===== src/rtl/wb_ring_writer.sv =====
// wb_ring_writer
//   Wishbone classic write master that drains a small input FIFO of 32-bit
//   results into a circular buffer in RAM port B, one word per bus cycle, at
//   BASE_ADDR + 4*wr_ptr. A write that the RAM flags with stall, or that never
//   receives an ack within TIMEOUT cycles, is dropped and latches err_o.
//
//   Stream handshake (s_valid_i / s_ready_o): a word transfers on a rising
//   clock edge where s_valid_i and s_ready_o are both 1. s_ready_o is a
//   registered copy of "FIFO not full" and is 0 while reset is held. The
//   producer may hold or drop s_valid_i freely; s_data_i is only sampled on
//   a transfer edge.

module wb_ring_writer #(
   parameter int unsigned ADDR_WIDTH = 15,
   parameter int unsigned BASE_ADDR  = 'h0000,
   parameter int unsigned RING_WORDS = 16,
   parameter int unsigned FIFO_DEPTH = 4,
   parameter int unsigned TIMEOUT    = 8
) (
   input  logic                          clk_i,
   input  logic                          rst_n_i,
   // result stream
   input  logic [31:0]                   s_data_i,
   input  logic                          s_valid_i,
   output logic                          s_ready_o,
   // Wishbone classic master (RAM port B)
   output logic [ADDR_WIDTH-1:0]         wb_adr_o,
   output logic [31:0]                   wb_dat_o,
   output logic                          wb_we_o,
   output logic [3:0]                    wb_sel_o,
   output logic                          wb_stb_o,
   output logic                          wb_cyc_o,
   input  logic                          wb_ack_i,
   input  logic                          wb_stall_i,
   // control / status
   input  logic                          clear_i,
   output logic [$clog2(RING_WORDS)-1:0] wr_ptr_o,
   output logic                          irq_o,
   output logic                          err_o
);

   localparam int unsigned PTR_W = $clog2(RING_WORDS);
   localparam int unsigned IDX_W = $clog2(FIFO_DEPTH);
   localparam int unsigned CNT_W = $clog2(FIFO_DEPTH + 1);
   localparam int unsigned TMO_W = $clog2(TIMEOUT);

   localparam logic [ADDR_WIDTH-1:0] BASE_A   = ADDR_WIDTH'(BASE_ADDR);
   localparam logic [CNT_W-1:0]      FULL_CNT = CNT_W'(FIFO_DEPTH);
   localparam logic [TMO_W-1:0]      TMO_LAST = TMO_W'(TIMEOUT - 1);

   typedef enum logic [0:0] {
      ST_IDLE  = 1'b0,
      ST_WRITE = 1'b1
   } state_e;

   // ------------------------------------------------------------------
   // Storage and state
   // ------------------------------------------------------------------
   logic [31:0]           fifo_mem_q [FIFO_DEPTH];
   logic [IDX_W-1:0]      wr_idx_q;
   logic [IDX_W-1:0]      rd_idx_q;
   logic [CNT_W-1:0]      count_q;
   logic [CNT_W-1:0]      count_d;
   logic                  ready_q;

   state_e                state_q;
   logic [PTR_W-1:0]      wr_ptr_q;
   logic [TMO_W-1:0]      tmo_q;
   logic                  err_q;
   logic                  irq_q;
   logic                  cyc_q;
   logic                  stb_q;
   logic                  we_q;
   logic [3:0]            sel_q;
   logic [ADDR_WIDTH-1:0] adr_q;
   logic [31:0]           dat_q;

   logic                  push;
   logic                  pop;
   logic [ADDR_WIDTH-1:0] adr_d;
   logic                  ptr_wraps;

   // Handshake decode, FIFO occupancy update and next ring address
   always_comb begin
      push      = s_valid_i & ready_q & ~clear_i;
      pop       = (state_q == ST_IDLE) & (count_q != '0) & ~clear_i;
      adr_d     = BASE_A + ADDR_WIDTH'({wr_ptr_q, 2'b00});
      ptr_wraps = &wr_ptr_q;
      count_d   = count_q;
      if (clear_i) begin
         count_d = '0;
      end else begin
         case ({push, pop})
            2'b10:   count_d = count_q + 1'b1;
            2'b01:   count_d = count_q - 1'b1;
            default: count_d = count_q;
         endcase
      end
   end

   // FIFO data array; contents need no reset because count gates every read
   always_ff @(posedge clk_i) begin
      if (push) begin
         fifo_mem_q[wr_idx_q] <= s_data_i;
      end
   end

   // FIFO pointers, occupancy and the registered ready flag
   always_ff @(posedge clk_i or negedge rst_n_i) begin
      if (!rst_n_i) begin
         wr_idx_q <= '0;
         rd_idx_q <= '0;
         count_q  <= '0;
         ready_q  <= 1'b0;
      end else begin
         count_q <= count_d;
         ready_q <= (count_d != FULL_CNT);
         if (clear_i) begin
            wr_idx_q <= '0;
            rd_idx_q <= '0;
         end else begin
            if (push) begin
               wr_idx_q <= wr_idx_q + 1'b1;
            end
            if (pop) begin
               rd_idx_q <= rd_idx_q + 1'b1;
            end
         end
      end
   end

   // Bus FSM with registered Wishbone outputs, ring pointer, irq and error
   always_ff @(posedge clk_i or negedge rst_n_i) begin
      if (!rst_n_i) begin
         state_q  <= ST_IDLE;
         wr_ptr_q <= '0;
         tmo_q    <= '0;
         err_q    <= 1'b0;
         irq_q    <= 1'b0;
         cyc_q    <= 1'b0;
         stb_q    <= 1'b0;
         we_q     <= 1'b0;
         sel_q    <= 4'h0;
         adr_q    <= '0;
         dat_q    <= '0;
      end else begin
         irq_q <= 1'b0;
         if (clear_i) begin
            // Abandon any bus cycle silently and restart the ring
            state_q  <= ST_IDLE;
            wr_ptr_q <= '0;
            tmo_q    <= '0;
            err_q    <= 1'b0;
            cyc_q    <= 1'b0;
            stb_q    <= 1'b0;
            we_q     <= 1'b0;
            sel_q    <= 4'h0;
         end else begin
            case (state_q)
               ST_IDLE: begin
                  if (pop) begin
                     dat_q   <= fifo_mem_q[rd_idx_q];
                     adr_q   <= adr_d;
                     cyc_q   <= 1'b1;
                     stb_q   <= 1'b1;
                     we_q    <= 1'b1;
                     sel_q   <= 4'hF;
                     tmo_q   <= '0;
                     state_q <= ST_WRITE;
                  end
               end
               ST_WRITE: begin
                  if (wb_ack_i) begin
                     // Drop strobe on the ack edge so the RAM writes once
                     cyc_q    <= 1'b0;
                     stb_q    <= 1'b0;
                     we_q     <= 1'b0;
                     sel_q    <= 4'h0;
                     wr_ptr_q <= wr_ptr_q + 1'b1;
                     irq_q    <= ptr_wraps;
                     state_q  <= ST_IDLE;
                  end else if (wb_stall_i || (tmo_q == TMO_LAST)) begin
                     // Aborted write: word is lost, pointer stays put
                     cyc_q   <= 1'b0;
                     stb_q   <= 1'b0;
                     we_q    <= 1'b0;
                     sel_q   <= 4'h0;
                     err_q   <= 1'b1;
                     state_q <= ST_IDLE;
                  end else begin
                     tmo_q <= tmo_q + 1'b1;
                  end
               end
               default: begin
                  state_q <= ST_IDLE;
               end
            endcase
         end
      end
   end

   assign s_ready_o = ready_q;
   assign wb_adr_o  = adr_q;
   assign wb_dat_o  = dat_q;
   assign wb_we_o   = we_q;
   assign wb_sel_o  = sel_q;
   assign wb_stb_o  = stb_q;
   assign wb_cyc_o  = cyc_q;
   assign wr_ptr_o  = wr_ptr_q;
   assign irq_o     = irq_q;
   assign err_o     = err_q;

endmodule


===== config.mk =====
export PLATFORM = sky130hd
export DESIGN_NAME = wb_ring_writer
export DESIGN_NICKNAME = d
export VERILOG_FILES = /design/src/rtl/wb_ring_writer.sv
export SDC_FILE = /design/constraint.sdc
export NUM_CORES = 1
export LEC_CHECK = 0
export ABC_CLOCK_PERIOD_IN_PS = 3800
export CAP_MARGIN = 10
export CORE_MARGIN = 4
export CORE_UTILIZATION = 39
export CTS_BUF_LIST = sky130_fd_sc_hd__clkbuf_4
export DETAILED_ROUTE_END_ITERATION = 12
export MAX_ROUTING_LAYER = met4
export PLACE_DENSITY = 0.6
export SETUP_SLACK_MARGIN = 0.3
export SLEW_MARGIN = 20
export SYNTH_ARGS = -nofsm -noshare
export SYNTH_HDL_FRONTEND = slang
export SYNTH_SLANG_ARGS = --single-unit

===== constraint.sdc =====
create_clock -name clk_i -period 3.8 [get_ports clk_i]
set_input_delay 0.76 -clock clk_i [delete_from_list [all_inputs] [get_ports clk_i]]
set_output_delay 0.76 -clock clk_i [all_outputs]
set_load 0.01 [all_outputs]

* Word-level counts from Yosys, hierarchy flattened *
Memory sizes are Yosys's and may differ from the RTL's. A register that Yosys moved wholly into a read port is not among the register bits.
Cells that the tools add are included.
Widths: inputs -> output; s select.

cells by class
  equal/unequal tests = 9
  $add $sub $neg = 6
  multiplexer cells = 38
  bitwise operators = 6
  reductions and logical operators = 14

operators with widths
  operator             count
  $mux 4               7
  $mux 1               17
  $mux 3               5
  $ne 3x3->1 const B   4
  $pmux 3 s2           2
  $reduce_bool 2->1    5
  $reduce_and 3->1     3
  $mux 2               4
  $pmux 4 s2           1
  $add 3x1->3 const B  2
  $add 2x1->2 const B  2
  $add 4x1->4 const B  1
  $and 1x1->1          4
  $ne 4x3->1 const B   1
  $pmux 1 s2           2
  $reduce_and 2->1     2
  $reduce_and 4->1     1
  $eq 3x3->1 const B   1
  $reduce_bool 3->1    1
  $sub 3x1->3 const B  1
  $eq 2x1->1 const B   1
  $eq 2x2->1 const B   1
  $ne 2x1->1 const B   1
  $not 1->1            2
  2 further kinds      2

storage, ports and cells
  bits in registers = 27
  output and inout bits = 61
  logic and storage cells = 86
  RAM bits = 128
  memories = 1

memory list
  name        depth  width  rd ports  clocked after memory_dff  write ports  RTL line  text
  fifo_mem_q  4      32     1         1                         1            59        logic [31:0] fifo_mem_q [FIFO_DEPTH];

* Depth between registers and ports, before layout *
  word-level depth = 7
  depth in mapped cells = 10
  gate-level depth less buffers = 8

* Worst setup path after synthesis *
No wires, ideal clock.

  path kind = reg2reg
  start point = register count_q[0]
  end point = register ready_q (netlist: s_ready_o)
  arrival time = 2.700 ns
  path buffers = 2
  cell stages (with the launch flop) = 11
  period minus slack after synthesis = 2.828 ns
  setup slack = 0.972 ns
  cell sequence = dfrtp_1 > nor3_2 > or3_1 > buf_6 > buf_6 > inv_1 > ha_1 > fa_1 > xnor2_1 > or3_1 > a2111o_1

on the way
  longest elaborated chain between the ends = 7

RTL lines
  element                                   RTL line  text
  start: declaration                        62        logic [CNT_W-1:0] count_q;
  start signal: assignment                  116       count_q <= count_d;
  $reduce_bool 3->1                         86        pop = (state_q == ST_IDLE) & (count_q != '0) & ~clear_i;
  $and 1x1->1 (2 in a row)                  86
  $eq 2x1->1 or $eq 2x2->1 (tied branches)  93        case ({push, pop})
  $pmux 3 s2 *                              93
  $mux 3 *                                  90        if (clear_i) begin
  $ne 3x3->1 *                              117       ready_q <= (count_d != FULL_CNT);
  end signal: assignment                    117
  end: declaration                          64        logic ready_q;

Every way passes the cells marked *; elsewhere a longest branch is shown, timed or not.
A chain may end at the register's enable or synchronous reset.

* Final worst setup path *
Ends and elaborated chain as after synthesis.

==> qor.yml <==
status: "complete, no violations"
setup_tns_ns: 0
path_clk_slew_ns: 0.14
num_vias: 3472
period_minus_slack_ns: 2.793
reg2reg_from: "count_q[0]"
seq_area_frac_synth_pct: 71.37
drc: 0
start_kind: "flip-flop"
syn-cell-area_sq_um: 7315
startpoint: "count_q[0]"
postCtsResizedCells: 0
cellPowerDensity_nw_per_um2: 601.0
cap_viol_max_count: 0
grt_first_pass_wirelength_microns: 20790
r2r-end: "s_ready_o"
yosysTopAreaCell: "edfxtp_1"
synth_area_leaders: "edfxtp_1 (53%), dfrtp_1 (19%), mux4_1 (9.0%)"
r2r.worst_path.cells: 8
cts_sinks: 183
core_sq_um: 18210
clock-skew-final_ns: 0.01981
max_freq_mhz: 358.0
final_nets: 504
peakVddDrop_mv: 0.2540
total_power_mw: 5.198
whs_ns: 0.1809
synth_top_area_share_pct: 52.55
cts_buffers: 17
synth_edf_count: 128
grt_overflow: 0
ant_nets: 0
grt_pass1_vias: 3729
htreeDepth: 4
rows: 49
crit_end: "s_ready_o"
synth-async-reset-ratio_pct: 30.05
detailed_place_hpwl_microns: 8293
diodes: 0
cts_setup_buffers: 0
hold_path.class: "in -> async"
setup_viol: 0
cp-end-kind: "flip-flop"
synthDistinctLibCells: 37
portBuffers: 87
clk_latency_ns: 0.55
grt_max_degree: 40
drive_above_1_share_pct: 19.36
clockBufferDepth: 2
rsz0062_at_grt: "no"
die_w_microns: 145.0
p_leak_nw: 3.177
wl_per_cell_microns: 18.84
wirelength_microns: 13170
cts_tree: "yes"
synth.avg_cell_area_sq_um: 20.15
cp.required_ns: 4.24
hold_violations: 0
finalCritPeriodShare_pct: 73.50
crit_type: "reg -> reg"
dieArea_sq_um: 21010
viasPerCell: 4.967
drtIter0Drc: 163
grtUsageTotal_pct: 13.34
reg2reg_slack_ns: 1.01
slew_headroom_pct: 42.48
antenna_found_initial: 0
ios: 99
slew_violations: 0
clock_tree.root_cell: "clkbuf_4"
yosysWarnings: 0
critPathMaxFanout: 9
tightestPinTransition_ns: 0.8627
cp_data_arrival_time_ns: 3.23
hold_buffers: 0
synthToLayoutAreaGrowth_pct: 18.23
start_util_pct: 40.17
dr.pass1.iters: 4
globalplace.congestion: 0.7231
die_y_microns: 145.0
synth_seq_cells: 183
postSynthCellCount: 363
synth_flop_cell: "edfxtp_1"
[sequential cells by signal, indices dropped and copies added, names as in the netlist]
signal and count:
wr_ptr_o 4, err_o 1, rd_idx_q 2, tmo_q 3, state_q 1, wb_adr_o 4
s_ready_o 1, irq_o 1, count_q 3, wb_sel_o 1, fifo_mem_q 128, wr_idx_q 2
wb_dat_o 32
[layer usage]
layer / part of all wire (%) / wire (microns) / GRT usage [%]
met1: 44 / 5737 / 16.08
met2: 51 / 6743 / 22.30
met4: 0.83 / 109 / 3.563
met3: 4.4 / 580 / 3.773
met5: 0 / 0 / -
[worst max-delay path, stage by stage, from the launching register on]
cell and delay [ns]:
dfrtp_1 0.48, nor3_2 0.44, or3_2 0.21, inv_1 0.05
ha_1 0.23, fa_1 0.38, xnor2_1 0.15, or3_1 0.33
a2111o_1 0.42
[power breakdown]
group          total, mW  switching [mW]  internal (mW)
Clock               1.03           0.631          0.399
Sequential          2.70           0.264           2.43
Combinational       1.47           0.537          0.933
Total               5.20            1.43           3.77
[worst min path at each step]
stage / from / end / slack [ns] / depth (start not counted)
global placement: wb_dat_o[2] / wb_dat_o[2] / 0.48 / 1
floorplan: rst_n_i / count_q[0] / 0.46 / 0
finish: rst_n_i / err_o / 0.18 / 1
CTS: rst_n_i / wb_dat_o[26] / 0.34 / 1
detailed placement: wb_dat_o[19] / wb_dat_o[19] / 0.49 / 1
global route: rst_n_i / tmo_q[2] / 0.16 / 1
[cells in the final DEF, fill, tap and decap left out, types with 4 or more instances in the layout]
| cell | n |
|---|---|
| buf_4 | 11 |
| inv_1 | 6 |
| nand2_1 | 7 |
| clkinvlp_4 | 4 |
| a21oi_1 | 11 |
| and2_2 | 4 |
| conb_1 | 11 |
| mux4_2 | 7 |
| nand3_1 | 4 |
| edfxtp_1 | 128 |
| nor2_1 | 7 |
| dfrtp_1 | 53 |
| mux2_4 | 29 |
| clkbuf_4 | 19 |
| clkdlybuf4s50_1 | 86 |
| mux2_1 | 5 |
| mux4_1 | 25 |
| ha_1 | 8 |
[per-stage QoR]
stage                     util [%]  setup WS, ns  area (sq um)  instances
final                        47.50         1.007          8648        699
after global placement       45.97        0.5433          8371        667
after floorplan                  -        0.9718          7352        373
after CTS                    47.47         1.008          8643        699
after global routing         47.50        0.8382          8648        699
after detailed placement     45.97        0.4735          8371        667
[cell usage after synthesis (4+ instances only)]
library cell  instances
buf_6                 5
a21oi_1              11
mux4_2                7
edfxtp_1            128
nor2_1                7
mux2_4               29
buf_4                20
ha_1                  8
clkbuf_1              6
inv_1                 6
or3_1                 4
nand2_1               7
mux2_1                5
dfrtp_1              55
mux4_1               25
nand3_1               4
and2_1                4
[kinds of logic after synthesis]
kind of cell / Yosys count / synth area share [%]
AOI/OAI and AO/OA: 21 / 1.745
xor gates and xnor gates: 6 / 0.7186
adders and majority gates: 9 / 1.642
buffers and inverters: 40 / 3.609
DFF: 183 / 71.37
muxes: 71 / 18.58
other: 1 / 0.05127
and+or+nand+nor: 32 / 2.292
[area by class of cell]
type	count	area [sq um]
tap	229	286.5
multi-input combinational	150	1874
timing repair buffer	98	963.4
clock inverter	13	130.1
fill	1522	9560
sequential	183	5225
inverter	7	26.28
clock buffer	19	142.6
No activity file was read; power rests on OpenSTA's default activity.
